<file path="src/rtl/arq_symbol_tx_pkg.sv">
// ---------------------------------------------------------------------------
// arq_symbol_tx_pkg
// Shared definitions for the ARQ symbol transmitter:
//   - tx_state_e    : transmitter FSM state encoding
//   - LFSR_TAP_MASK : feedback taps of x^16+x^14+x^13+x^11+1 (right-shift form)
//   - DEFAULT_SEED  : power-on LFSR load value
//   - lfsr_next()   : one Fibonacci step, new MSB is the parity of the taps
//   - retry_w()     : width of the retry counter (at least one bit)
// ---------------------------------------------------------------------------
package arq_symbol_tx_pkg;

  typedef enum logic [1:0] {
    ST_IDLE   = 2'd0,
    ST_SEND   = 2'd1,
    ST_ACK    = 2'd2,
    ST_RESEND = 2'd3
  } tx_state_e;

  // Taps at bits 0, 2, 3 and 5 feed the new MSB when shifting right.
  localparam logic [15:0] LFSR_TAP_MASK = 16'h002D;
  localparam logic [15:0] DEFAULT_SEED  = 16'hACE1;

  function automatic logic [15:0] lfsr_next(input logic [15:0] cur);
    return {^(cur & LFSR_TAP_MASK), cur[15:1]};
  endfunction

  // MAX_RETRY = 0 still needs a one-bit counter port.
  function automatic int retry_w(input int max_retry);
    return (max_retry > 0) ? $clog2(max_retry + 1) : 1;
  endfunction

endpackage

</file>
<file path="src/rtl/arq_symbol_tx_if.sv">
// ---------------------------------------------------------------------------
// arq_symbol_tx_if
// Bundles the control inputs and the symbol/frame outputs of arq_symbol_tx.
//   init_tab    : sync reinitialise pulse
//   IsTransmit  : transmit enable / pause
//   has_error   : frame verdict from the downstream checker
//   sym_out, sym_valid, frame_start, frame_end : symbol stream
//   retry_cnt, frame_id, frame_ok, frame_drop  : frame status
// master: the transmitter side; slave: the driver/checker side.
// ---------------------------------------------------------------------------
interface arq_symbol_tx_if #(
  parameter int SYM_W = 2,
  parameter int FID_W = 8,
  parameter int RC_W  = 2
);
  logic             init_tab;
  logic             IsTransmit;
  logic             has_error;
  logic [SYM_W-1:0] sym_out;
  logic             sym_valid;
  logic             frame_start;
  logic             frame_end;
  logic [RC_W-1:0]  retry_cnt;
  logic [FID_W-1:0] frame_id;
  logic             frame_ok;
  logic             frame_drop;

  modport master (
    input  init_tab, IsTransmit, has_error,
    output sym_out, sym_valid, frame_start, frame_end,
           retry_cnt, frame_id, frame_ok, frame_drop
  );

  modport slave (
    output init_tab, IsTransmit, has_error,
    input  sym_out, sym_valid, frame_start, frame_end,
           retry_cnt, frame_id, frame_ok, frame_drop
  );
endinterface

</file>
<file path="src/rtl/arq_symbol_tx_lfsr16.sv">
// ---------------------------------------------------------------------------
// arq_symbol_tx_lfsr16
// 16-bit Fibonacci LFSR symbol source.
//   clk, rst_n : clock, async active-low reset (loads SEED)
//   load       : sync reload with SEED (wins over step)
//   step       : advance one step
//   sym        : low SYM_W bits of the current state
// ---------------------------------------------------------------------------
module arq_symbol_tx_lfsr16
  import arq_symbol_tx_pkg::*;
#(
  parameter int          SYM_W = 2,
  parameter logic [15:0] SEED  = DEFAULT_SEED
) (
  input  logic             clk,
  input  logic             rst_n,
  input  logic             load,
  input  logic             step,
  output logic [SYM_W-1:0] sym
);

  logic [15:0] lfsr_r;

  // LFSR state: reload has priority over stepping, otherwise hold.
  always_ff @(posedge clk or negedge rst_n) begin
    if (!rst_n) begin
      lfsr_r <= SEED;
    end else if (load) begin
      lfsr_r <= SEED;
    end else if (step) begin
      lfsr_r <= lfsr_next(lfsr_r);
    end else begin
      lfsr_r <= lfsr_r;
    end
  end

  assign sym = lfsr_r[SYM_W-1:0];

endmodule

</file>
<file path="src/rtl/arq_symbol_tx.sv">
// ---------------------------------------------------------------------------
// arq_symbol_tx
// Stop-and-wait ARQ frame transmitter. Emits FRAME_LEN LFSR symbols per
// frame, one per enabled cycle, buffers them, and replays the buffer when
// the checker reports has_error in the ACK cycle (up to MAX_RETRY times).
//   sys_clk : rising-edge clock
//   reset   : async active-low reset
//   bus     : arq_symbol_tx_if.master (controls in, symbol/status out)
// All outputs are registered.
// ---------------------------------------------------------------------------
module arq_symbol_tx
  import arq_symbol_tx_pkg::*;
#(
  parameter int          SYM_W     = 2,
  parameter int          FRAME_LEN = 8,
  parameter int          MAX_RETRY = 3,
  parameter logic [15:0] SEED      = DEFAULT_SEED,
  parameter int          FID_W     = 8
) (
  input logic            sys_clk,
  input logic            reset,
  arq_symbol_tx_if.master bus
);

  localparam int RC_W  = retry_w(MAX_RETRY);
  localparam int IDX_W = $clog2(FRAME_LEN);
  localparam logic [IDX_W-1:0] FIRST_IDX   = IDX_W'(0);
  localparam logic [IDX_W-1:0] SECOND_IDX  = IDX_W'(1);
  localparam logic [IDX_W-1:0] LAST_IDX    = IDX_W'(FRAME_LEN - 1);
  localparam logic [RC_W-1:0]  MAX_RETRY_C = RC_W'(MAX_RETRY);

  tx_state_e        state_r, state_s;
  logic [IDX_W-1:0] idx_r, idx_s;
  logic [SYM_W-1:0] frame_buf_r [FRAME_LEN];

  logic [SYM_W-1:0] lfsr_sym_s;
  logic             lfsr_load_s, lfsr_step_s, buf_we_s;
  logic             last_s, can_retry_s;

  logic [SYM_W-1:0] sym_r, sym_s;
  logic             valid_r, valid_s;
  logic             start_r, start_s;
  logic             end_r, end_s;
  logic             ok_r, ok_s;
  logic             drop_r, drop_s;
  logic [RC_W-1:0]  retry_r, retry_s;
  logic [FID_W-1:0] fid_r, fid_s;

  assign last_s      = (idx_r == LAST_IDX);
  assign can_retry_s = (retry_r < MAX_RETRY_C);

  arq_symbol_tx_lfsr16 #(
    .SYM_W (SYM_W),
    .SEED  (SEED)
  ) u_lfsr (
    .clk   (sys_clk),
    .rst_n (reset),
    .load  (lfsr_load_s),
    .step  (lfsr_step_s),
    .sym   (lfsr_sym_s)
  );

  // FSM state register.
  always_ff @(posedge sys_clk or negedge reset) begin
    if (!reset) begin
      state_r <= ST_IDLE;
    end else begin
      state_r <= state_s;
    end
  end

  // FSM next-state logic; init_tab overrides every transition.
  always_comb begin
    state_s = state_r;
    if (bus.init_tab) begin
      state_s = ST_IDLE;
    end else begin
      case (state_r)
        ST_IDLE: begin
          if (bus.IsTransmit) state_s = ST_SEND;
          else                state_s = ST_IDLE;
        end
        ST_SEND, ST_RESEND: begin
          if (bus.IsTransmit && last_s) state_s = ST_ACK;
          else                          state_s = state_r;
        end
        ST_ACK: begin
          if (!bus.has_error)   state_s = ST_IDLE;
          else if (can_retry_s) state_s = ST_RESEND;
          else                  state_s = ST_IDLE;
        end
        default: state_s = ST_IDLE;
      endcase
    end
  end

  // FSM output logic: next values of the registered outputs and datapath controls.
  always_comb begin
    idx_s       = idx_r;
    sym_s       = sym_r;
    valid_s     = 1'b0;
    start_s     = 1'b0;
    end_s       = 1'b0;
    ok_s        = 1'b0;
    drop_s      = 1'b0;
    retry_s     = retry_r;
    fid_s       = fid_r;
    buf_we_s    = 1'b0;
    lfsr_step_s = 1'b0;
    lfsr_load_s = 1'b0;
    if (bus.init_tab) begin
      idx_s       = FIRST_IDX;
      sym_s       = {SYM_W{1'b0}};
      retry_s     = {RC_W{1'b0}};
      fid_s       = {FID_W{1'b0}};
      lfsr_load_s = 1'b1;
    end else begin
      case (state_r)
        ST_IDLE: begin
          idx_s = FIRST_IDX;
        end
        ST_SEND: begin
          if (bus.IsTransmit) begin
            sym_s       = lfsr_sym_s;
            valid_s     = 1'b1;
            start_s     = (idx_r == FIRST_IDX);
            end_s       = last_s;
            buf_we_s    = 1'b1;
            lfsr_step_s = 1'b1;
            idx_s       = last_s ? FIRST_IDX : idx_r + SECOND_IDX;
          end else begin
            idx_s = idx_r;
          end
        end
        ST_RESEND: begin
          if (bus.IsTransmit) begin
            sym_s   = frame_buf_r[idx_r];
            valid_s = 1'b1;
            start_s = (idx_r == FIRST_IDX);
            end_s   = last_s;
            idx_s   = last_s ? FIRST_IDX : idx_r + SECOND_IDX;
          end else begin
            idx_s = idx_r;
          end
        end
        ST_ACK: begin
          if (!bus.has_error) begin
            ok_s    = 1'b1;
            fid_s   = fid_r + FID_W'(1);
            retry_s = {RC_W{1'b0}};
            idx_s   = FIRST_IDX;
          end else if (can_retry_s) begin
            // Replay starts on the ACK edge itself so no extra bubble appears.
            retry_s = retry_r + RC_W'(1);
            sym_s   = frame_buf_r[FIRST_IDX];
            valid_s = 1'b1;
            start_s = 1'b1;
            idx_s   = SECOND_IDX;
          end else begin
            drop_s  = 1'b1;
            fid_s   = fid_r + FID_W'(1);
            retry_s = {RC_W{1'b0}};
            idx_s   = FIRST_IDX;
          end
        end
        default: begin
          idx_s = FIRST_IDX;
        end
      endcase
    end
  end

  // Registered outputs and symbol index.
  always_ff @(posedge sys_clk or negedge reset) begin
    if (!reset) begin
      idx_r   <= FIRST_IDX;
      sym_r   <= {SYM_W{1'b0}};
      valid_r <= 1'b0;
      start_r <= 1'b0;
      end_r   <= 1'b0;
      ok_r    <= 1'b0;
      drop_r  <= 1'b0;
      retry_r <= {RC_W{1'b0}};
      fid_r   <= {FID_W{1'b0}};
    end else begin
      idx_r   <= idx_s;
      sym_r   <= sym_s;
      valid_r <= valid_s;
      start_r <= start_s;
      end_r   <= end_s;
      ok_r    <= ok_s;
      drop_r  <= drop_s;
      retry_r <= retry_s;
      fid_r   <= fid_s;
    end
  end

  // Frame buffer: captures each new-frame symbol at its index; contents need no reset.
  always_ff @(posedge sys_clk) begin
    if (buf_we_s) begin
      frame_buf_r[idx_r] <= lfsr_sym_s;
    end
  end

  assign bus.sym_out     = sym_r;
  assign bus.sym_valid   = valid_r;
  assign bus.frame_start = start_r;
  assign bus.frame_end   = end_r;
  assign bus.retry_cnt   = retry_r;
  assign bus.frame_id    = fid_r;
  assign bus.frame_ok    = ok_r;
  assign bus.frame_drop  = drop_r;

endmodule

</file>
<file path="src/flat_wrapper.sv">
// flat-port wrapper written by rule: the top's interface ports become plain ports
module arq_symbol_tx_flat import arq_symbol_tx_pkg::*;
#(
  parameter int          SYM_W     = 2,
  parameter int          FRAME_LEN = 8,
  parameter int          MAX_RETRY = 3,
  parameter logic [15:0] SEED      = DEFAULT_SEED,
  parameter int          FID_W     = 8
)
  (sys_clk, reset, bus_init_tab, bus_IsTransmit, bus_has_error, bus_sym_out, bus_sym_valid, bus_frame_start, bus_frame_end, bus_retry_cnt, bus_frame_id, bus_frame_ok, bus_frame_drop);
  arq_symbol_tx_if #(.SYM_W(SYM_W), .FID_W(FID_W), .RC_W((2))) bus_i ();
  input logic sys_clk;
  input logic reset;
  input wire logic [$bits(bus_i.init_tab)-1:0] bus_init_tab;
  input wire logic [$bits(bus_i.IsTransmit)-1:0] bus_IsTransmit;
  input wire logic [$bits(bus_i.has_error)-1:0] bus_has_error;
  output wire logic [$bits(bus_i.sym_out)-1:0] bus_sym_out;
  output wire logic [$bits(bus_i.sym_valid)-1:0] bus_sym_valid;
  output wire logic [$bits(bus_i.frame_start)-1:0] bus_frame_start;
  output wire logic [$bits(bus_i.frame_end)-1:0] bus_frame_end;
  output wire logic [$bits(bus_i.retry_cnt)-1:0] bus_retry_cnt;
  output wire logic [$bits(bus_i.frame_id)-1:0] bus_frame_id;
  output wire logic [$bits(bus_i.frame_ok)-1:0] bus_frame_ok;
  output wire logic [$bits(bus_i.frame_drop)-1:0] bus_frame_drop;
  assign bus_i.init_tab = bus_init_tab;
  assign bus_i.IsTransmit = bus_IsTransmit;
  assign bus_i.has_error = bus_has_error;
  assign bus_sym_out = bus_i.sym_out;
  assign bus_sym_valid = bus_i.sym_valid;
  assign bus_frame_start = bus_i.frame_start;
  assign bus_frame_end = bus_i.frame_end;
  assign bus_retry_cnt = bus_i.retry_cnt;
  assign bus_frame_id = bus_i.frame_id;
  assign bus_frame_ok = bus_i.frame_ok;
  assign bus_frame_drop = bus_i.frame_drop;
  arq_symbol_tx #(.SYM_W(SYM_W), .FRAME_LEN(FRAME_LEN), .MAX_RETRY(MAX_RETRY), .SEED(SEED), .FID_W(FID_W)) u_core (.sys_clk(sys_clk), .reset(reset), .bus(bus_i));
endmodule
</file>
<file path="config.mk">
export PLATFORM = sky130hd
export DESIGN_NAME = arq_symbol_tx_flat
export DESIGN_NICKNAME = d
export VERILOG_FILES = /design/src/rtl/arq_symbol_tx_pkg.sv /design/src/rtl/arq_symbol_tx_if.sv /design/src/rtl/arq_symbol_tx_lfsr16.sv /design/src/rtl/arq_symbol_tx.sv /design/src/flat_wrapper.sv
export SDC_FILE = /design/constraint.sdc
export NUM_CORES = 1
export LEC_CHECK = 0
export ABC_AREA = 1
export BUFFER_PORTS_ARGS = -buffer_cell sky130_fd_sc_hd__buf_4
export CORE_MARGIN = 2
export CORE_UTILIZATION = 59
export CTS_CLUSTER_SIZE = 20
export DETAILED_ROUTE_END_ITERATION = 7
export PLACE_DENSITY = 0.79
export SYNTH_ARGS = -nofsm -noshare
export SYNTH_HDL_FRONTEND = slang
export SYNTH_SLANG_ARGS = --single-unit
</file>
<file path="constraint.sdc">
create_clock -name sys_clk -period 1.9 [get_ports sys_clk]
set_clock_uncertainty 0.05 [all_clocks]
set_input_delay 0.38 -clock sys_clk [delete_from_list [all_inputs] [get_ports sys_clk]]
set_output_delay 0.38 -clock sys_clk [all_outputs]
set_load 0.05 [all_outputs]
</file>
Word-level counts from Yosys, hierarchy flattened --
Memories as Yosys holds them, arrays and structs flattened. Index checks and enable logic that the tools add are counted.
Operators by class: $add $sub $neg 3, magnitude comparators 1, eq/ne operators 11, mux-type cells 51, reductions and logical operators 10
Operators by type and width (count):
- 2-to-1 mux 16 bit | 2
- 2-to-1 mux 8 bit | 4
- 2-to-1 mux 2 bit | 13
- 2-to-1 mux 1 bit | 23
- XOR reduction 16 bit | 1
- 2-to-1 mux 3 bit | 4
- inequality test 3 bit, second input constant | 4
- case mux 2 bit (3 select lines) | 2
- case mux 3 bit (3 select lines) | 1
- adder 8 x 1 -> 8 bit, second input constant | 1
- inequality test 3 x 1 -> 1 bit, second input constant | 2
- AND reduction 5 bit | 1
- equality test 2 bit, second input constant | 2
- case mux 1 bit (2 select lines) | 2
- nonzero test 2 bit | 2
- nonzero test 4 bit | 1
- adder 3 x 1 -> 3 bit, second input constant | 1
- equality test 3 bit, second input constant | 1
- logical NOT 3 bit | 1
- inequality test 3 x 2 -> 1 bit, second input constant | 1
- adder 2 x 1 -> 2 bit, second input constant | 1
- equality test 2 x 1 -> 1 bit, second input constant | 1
- logical NOT 2 bit | 1
- less-than comparator 2 bit, second input constant | 1
- 3 further kinds | 3
Storage, ports and cells: flip-flop bits (word level) 38, memory bits (writable) 16, bits of input ports 5, logic and storage cells 88, memories 1
Memories:
- u_core.frame_buf_r | depth 8, width 2, rd ports 2, clocked after memory_dff 0, write ports 1, RTL line arq_symbol_tx.sv:34 | logic [SYM_W-1:0] frame_buf_r [FRAME_LEN];

Depth between registers and ports, before layout --
word-level depth 5, mapped depth 10, mapped depth without buffers 10

Hierarchy --
A second synthesis with hierarchy kept.
Unflattened totals: cell total of the unflattened synthesis 299, area, all modules 2592.5 um^2
By module, submodules not included:
- arq_symbol_tx | times used 1, cells each 221, area an instance 1894.3 um^2
- arq_symbol_tx_lfsr16 | times used 1, cells each 78, area an instance 698.2 um^2

Worst setup path before layout --
No wires, ideal clock.
kind register to register, start reg u_core.retry_r[0] (netlist: u_core.bus.retry_cnt[0]), end reg u_core.fid_r[5] (netlist: u_core.bus.frame_id[5]), setup time 0.121 ns, arrival 1.443 ns, path slack 0.285 ns, cell stages (with the launch flop) 9, buffers on the path 0, period minus slack after synthesis 1.615 ns, path through dfrtp_1 ha_1 inv_1 nand3_4 nand2_4 nor3_4 nand3_1 nand2_1 nor2_1
On the way: word-level cells in the longest chain between the ends 3
RTL lines:
- start, declared | RTL line arq_symbol_tx.sv:46 | logic [RC_W-1:0] retry_r, retry_s;
- start signal, assigned | RTL line arq_symbol_tx.sv:183 | retry_r <= {RC_W{1'b0}};
- start signal, assigned | RTL line arq_symbol_tx.sv:193 | retry_r <= retry_s;
- less-than comparator 2 bit | RTL line arq_symbol_tx.sv:50 | assign can_retry_s = (retry_r < MAX_RETRY_C);
- inequality test 3 bit (no line)
- AND reduction 2 bit (no line)
- end signal, assigned | RTL line arq_symbol_tx.sv:184 | fid_r <= {FID_W{1'b0}};
- end signal, assigned | RTL line arq_symbol_tx.sv:194 | fid_r <= fid_s;
- end, declared | RTL line arq_symbol_tx.sv:47 | logic [FID_W-1:0] fid_r, fid_s;
Every way passes these cells. A chain may end at the register's enable or synchronous reset.

Worst setup path in the final report --
start reg u_core.state_r[1], end mem u_core.frame_buf_r[5][1] (enable)
On the way: word-level cells in the longest chain between the ends 5
RTL lines:
- start, declared | RTL line arq_symbol_tx.sv:32 | tx_state_e state_r, state_s;
- start signal, assigned | RTL line arq_symbol_tx.sv:68 | state_r <= state_s;
- equality test 2 x 1 -> 1 bit | RTL line arq_symbol_tx.sv:118 | case (state_r)
- 2-to-1 mux 1 bit | RTL line arq_symbol_tx.sv:118
- 2-to-1 mux 1 bit | RTL line arq_symbol_tx.sv:111 | if (bus.init_tab) begin
- 2-to-1 mux 1 bit | RTL line arq_symbol_tx.sv:200 | if (buf_we_s) begin
- 2-to-1 mux 1 bit (implied by the code) | RTL line arq_symbol_tx.sv:201 | frame_buf_r[idx_r] <= lfsr_sym_s;
- end, declared | RTL line arq_symbol_tx.sv:34
Every way passes these cells.

==> flow_summary.json <==
{
  "drc": 0,
  "peakVddDrop_uv": 710,
  "syn_nets": 305,
  "syn_to_final_growth_pct": 12.0,
  "gp_congestion": 0.832,
  "synth_flop_cell": "dfrtp_1",
  "crit_type": "flip-flop to flip-flop",
  "clock.fmax_mhz": 585,
  "dp_hpwl_mm": 3.47,
  "stdcell_area_um2": 2940,
  "nets": 330,
  "max_stage_delay_ps": 440,
  "slowest_stage": "dfrtp_1",
  "avgSynthCellArea_um2": 9.05,
  "cpLargestDelayFamily": "simple AND/OR/NAND/NOR gates",
  "clkSinkCount": 54,
  "ioPinCount": 22,
  "cp_max_fo": 5,
  "reg2reg_depth": 6,
  "period_minus_slack_ps": 1710,
  "drt_iter0_drc": 143,
  "cts_buffer_depth": 2,
  "drive_gt1_share_pct": 14.2,
  "synth.most_common_cell": "inv_1",
  "die_h_um": 70.7,
  "core_area_um2": 4320,
  "htreeDepth": 2,
  "nFillCells": 334,
  "clock-root-buffer": "clkbuf_8",
  "worstPathArrival_ps": 1660,
  "synth_area_leader_cell": "dfrtp_1",
  "gr-total-overflow": 0,
  "yosys.area.top_type_share_pct": 28.6,
  "whs_path_depth": 2,
  "clk_latency_ps": 300,
  "ys_top_cells_by_count": "58 x inv_1, 56 x nand2_1, 30 x dfrtp_1, 24 x nand3_1, 22 x nor2_1",
  "yosysSeqAreaShare_pct": 54.9,
  "max_slew_margin_pct": 69.2,
  "timing.setup.tns_ps": 0,
  "hold_class": "input pin to flip-flop",
  "antenna_found_initial": 0,
  "p_total_uw": 3310,
  "grt_max_degree": 39,
  "synth_edf_count": 16,
  "cap_violations": 0,
  "io_buffers": 21,
  "startpoint_type": "flip-flop",
  "final_max_slew_viol_count": 0,
  "postPlaceCellArea_um2": 2820,
  "avgViaCountPerCell": 5.35,
  "leakagePower_uw": 0.00147,
  "cp_cell_sequence": "inv_1, ha_1, nand2_1, nor2_1, nand2_1, nor2_1",
  "cts.clk_slew.worst_paths_ps": 90,
  "hold_viol": 0,
  "cts.repair.resized": 0,
  "whs_ps": 234,
  "synth_cell_types": 28,
  "drt_wl_total_mm": 4.62,
  "synth.area.top_cells": "dfrtp_1 29%, edfxtp_1 18%, inv_1 8.3%, dfstp_2 8.0%, nand2_1 8.0%",
  "async_flop_share_pct": 70.4,
  "diodes": 0,
  "power.density_nw_per_um2": 1120,
  "grt_pass1_wl_mm": 8.08,
  "register_area_um2": 1440,
  "ys_ff_latch": 54,
  "tritoncts": "done",
  "status": "finished clean",
  "multi_input_area_um2": 925,
  "cts_made_buffers": 5,
  "rows": 24,
  "finalCritPeriodShare_pct": 89.9,
  "die_x_um": 70.7,
  "utilization_pct": 68.0,
  "post_drt_wl_per_cell_um": 12.6,
  "ys_warn_count": 0,
  "dieArea_um2": 5000,
  "required_ps": 1850,
  "final_antenna_net_count": 0,
  "crit_buf_inv": 1,
  "cp-end-kind": "flip-flop",
  "cp.depth": 6,
  "grt_pass1_vias": 1916,
  "tightest_slew_ps": 463,
  "rsz0062_at_grt": "no",
  "syn_inst": 290,
  "track_usage_pct": 20.2,
  "setup_viol": 0,
  "dr.pass1.iters": 4,
  "vias": 1967,
  "syn-cell-area_um2": 2630,
  "initial_core_util_pct": 60.7
}
-- path summary, 6_finish.rpt --
path / slack, ps / start / endpoint
worst min-delay path: 230 / bus_has_error / u_core.bus.frame_ok$_DFF_PN0_
worst max-delay path: 190 / u_core.state_r[1]$_DFFE_PN0P_ / u_core.frame_buf_r[5][1]$_DFFE_PP_
worst max register to register: 190 / u_core.state_r[1]$_DFFE_PN0P_ / u_core.frame_buf_r[5][1]$_DFFE_PP_
max in group asynchronous: 920 / reset / u_core.u_lfsr.lfsr_r[15]$_DFFE_PN1P_
worst min register to register: 440 / u_core.u_lfsr.lfsr_r[7]$_DFFE_PN1P_ / u_core.u_lfsr.lfsr_r[7]$_DFFE_PN1P_
min in group asynchronous: 510 / reset / u_core.idx_r[0]$_DFFE_PN0P_
-- worst register-to-register path: cells and delay by family (launching register included) --
kind,cells,cell delay (ps)
fa+ha+maj,1,150
buf+inv,1,90
flops,1,440
simple gates,4,680
-- metrics by stage --
| stage | worst slack [ps] | cells |
|---|---|---|
| floorplan | 285 | 290 |
| global placement | 290 | 359 |
| detailed placement | 189 | 359 |
| CTS | 166 | 368 |
| global route | 12.8 | 368 |
| finish | 191 | 368 |
-- layout by cell type, fill, tap and decap left out, types with 6 or more instances in the layout --
cell type / n
o21ai_0: 14
a21oi_1: 8
ha_1: 10
dfstp_2: 8
o22ai_1: 8
edfxtp_1: 16
buf_4: 22
nor2_1: 22
a22oi_1: 6
nand2_1: 56
nand3_1: 24
dfrtp_1: 30
inv_1: 58
-- cell families (layout without fill, tap and decap cells) --
group	after synthesis	after routing	share of synthesized area [%]
AO/OA/AOI/OAI	41	41	9.01
XOR/XNOR	3	3	1.00
adder cells (fa/ha/maj)	10	10	4.77
buffers and inverters	65	91	9.87
flip-flops	54	54	54.9
AND/OR/NAND/NOR	117	117	20.4
-- power breakdown --
part | switching, uW | leakage, uW | internal (uW)
clock | 336 | 0.0000524 | 394
combinational | 727 | 0.000782 | 338
sequential | 137 | 0.000638 | 1380
total | 1200 | 0.00147 | 2110
-- cell type report --
cell class	count	share of cell area, %
multi-input cells	171	31.4
clock buffers	7	2.60
well taps	52	2.21
inverters	60	7.74
repair buffers	23	5.96
flip-flops and latches	54	49.0
clock inverters	1	1.02
-- per-layer routing --
layer  global-route usage (%)  part of all wire, %
met5                        0                    0
met4                     5.24                  1.3
met3                     4.70                  4.1
met2                     36.6                   51
met1                     24.4                   44
-- registers in the layout (all words and copies together) (netlist names), 2 cells and up --
signal / flops
u_core.frame_buf_r: 16
u_core.u_lfsr.lfsr_r: 16
u_core.bus.frame_id: 8
u_core.idx_r: 3
u_core.bus.retry_cnt: 2
u_core.bus.sym_out: 2
u_core.state_r: 2
-- timing repair --
action                                  in CTS  in global routing
hold buffers                                 1                  0
endpoints found under the hold margin       30                  0
setup buffers                                0                  0
endpoints found under the setup margin       0                  0
Power figures use the tool's default switching activity.
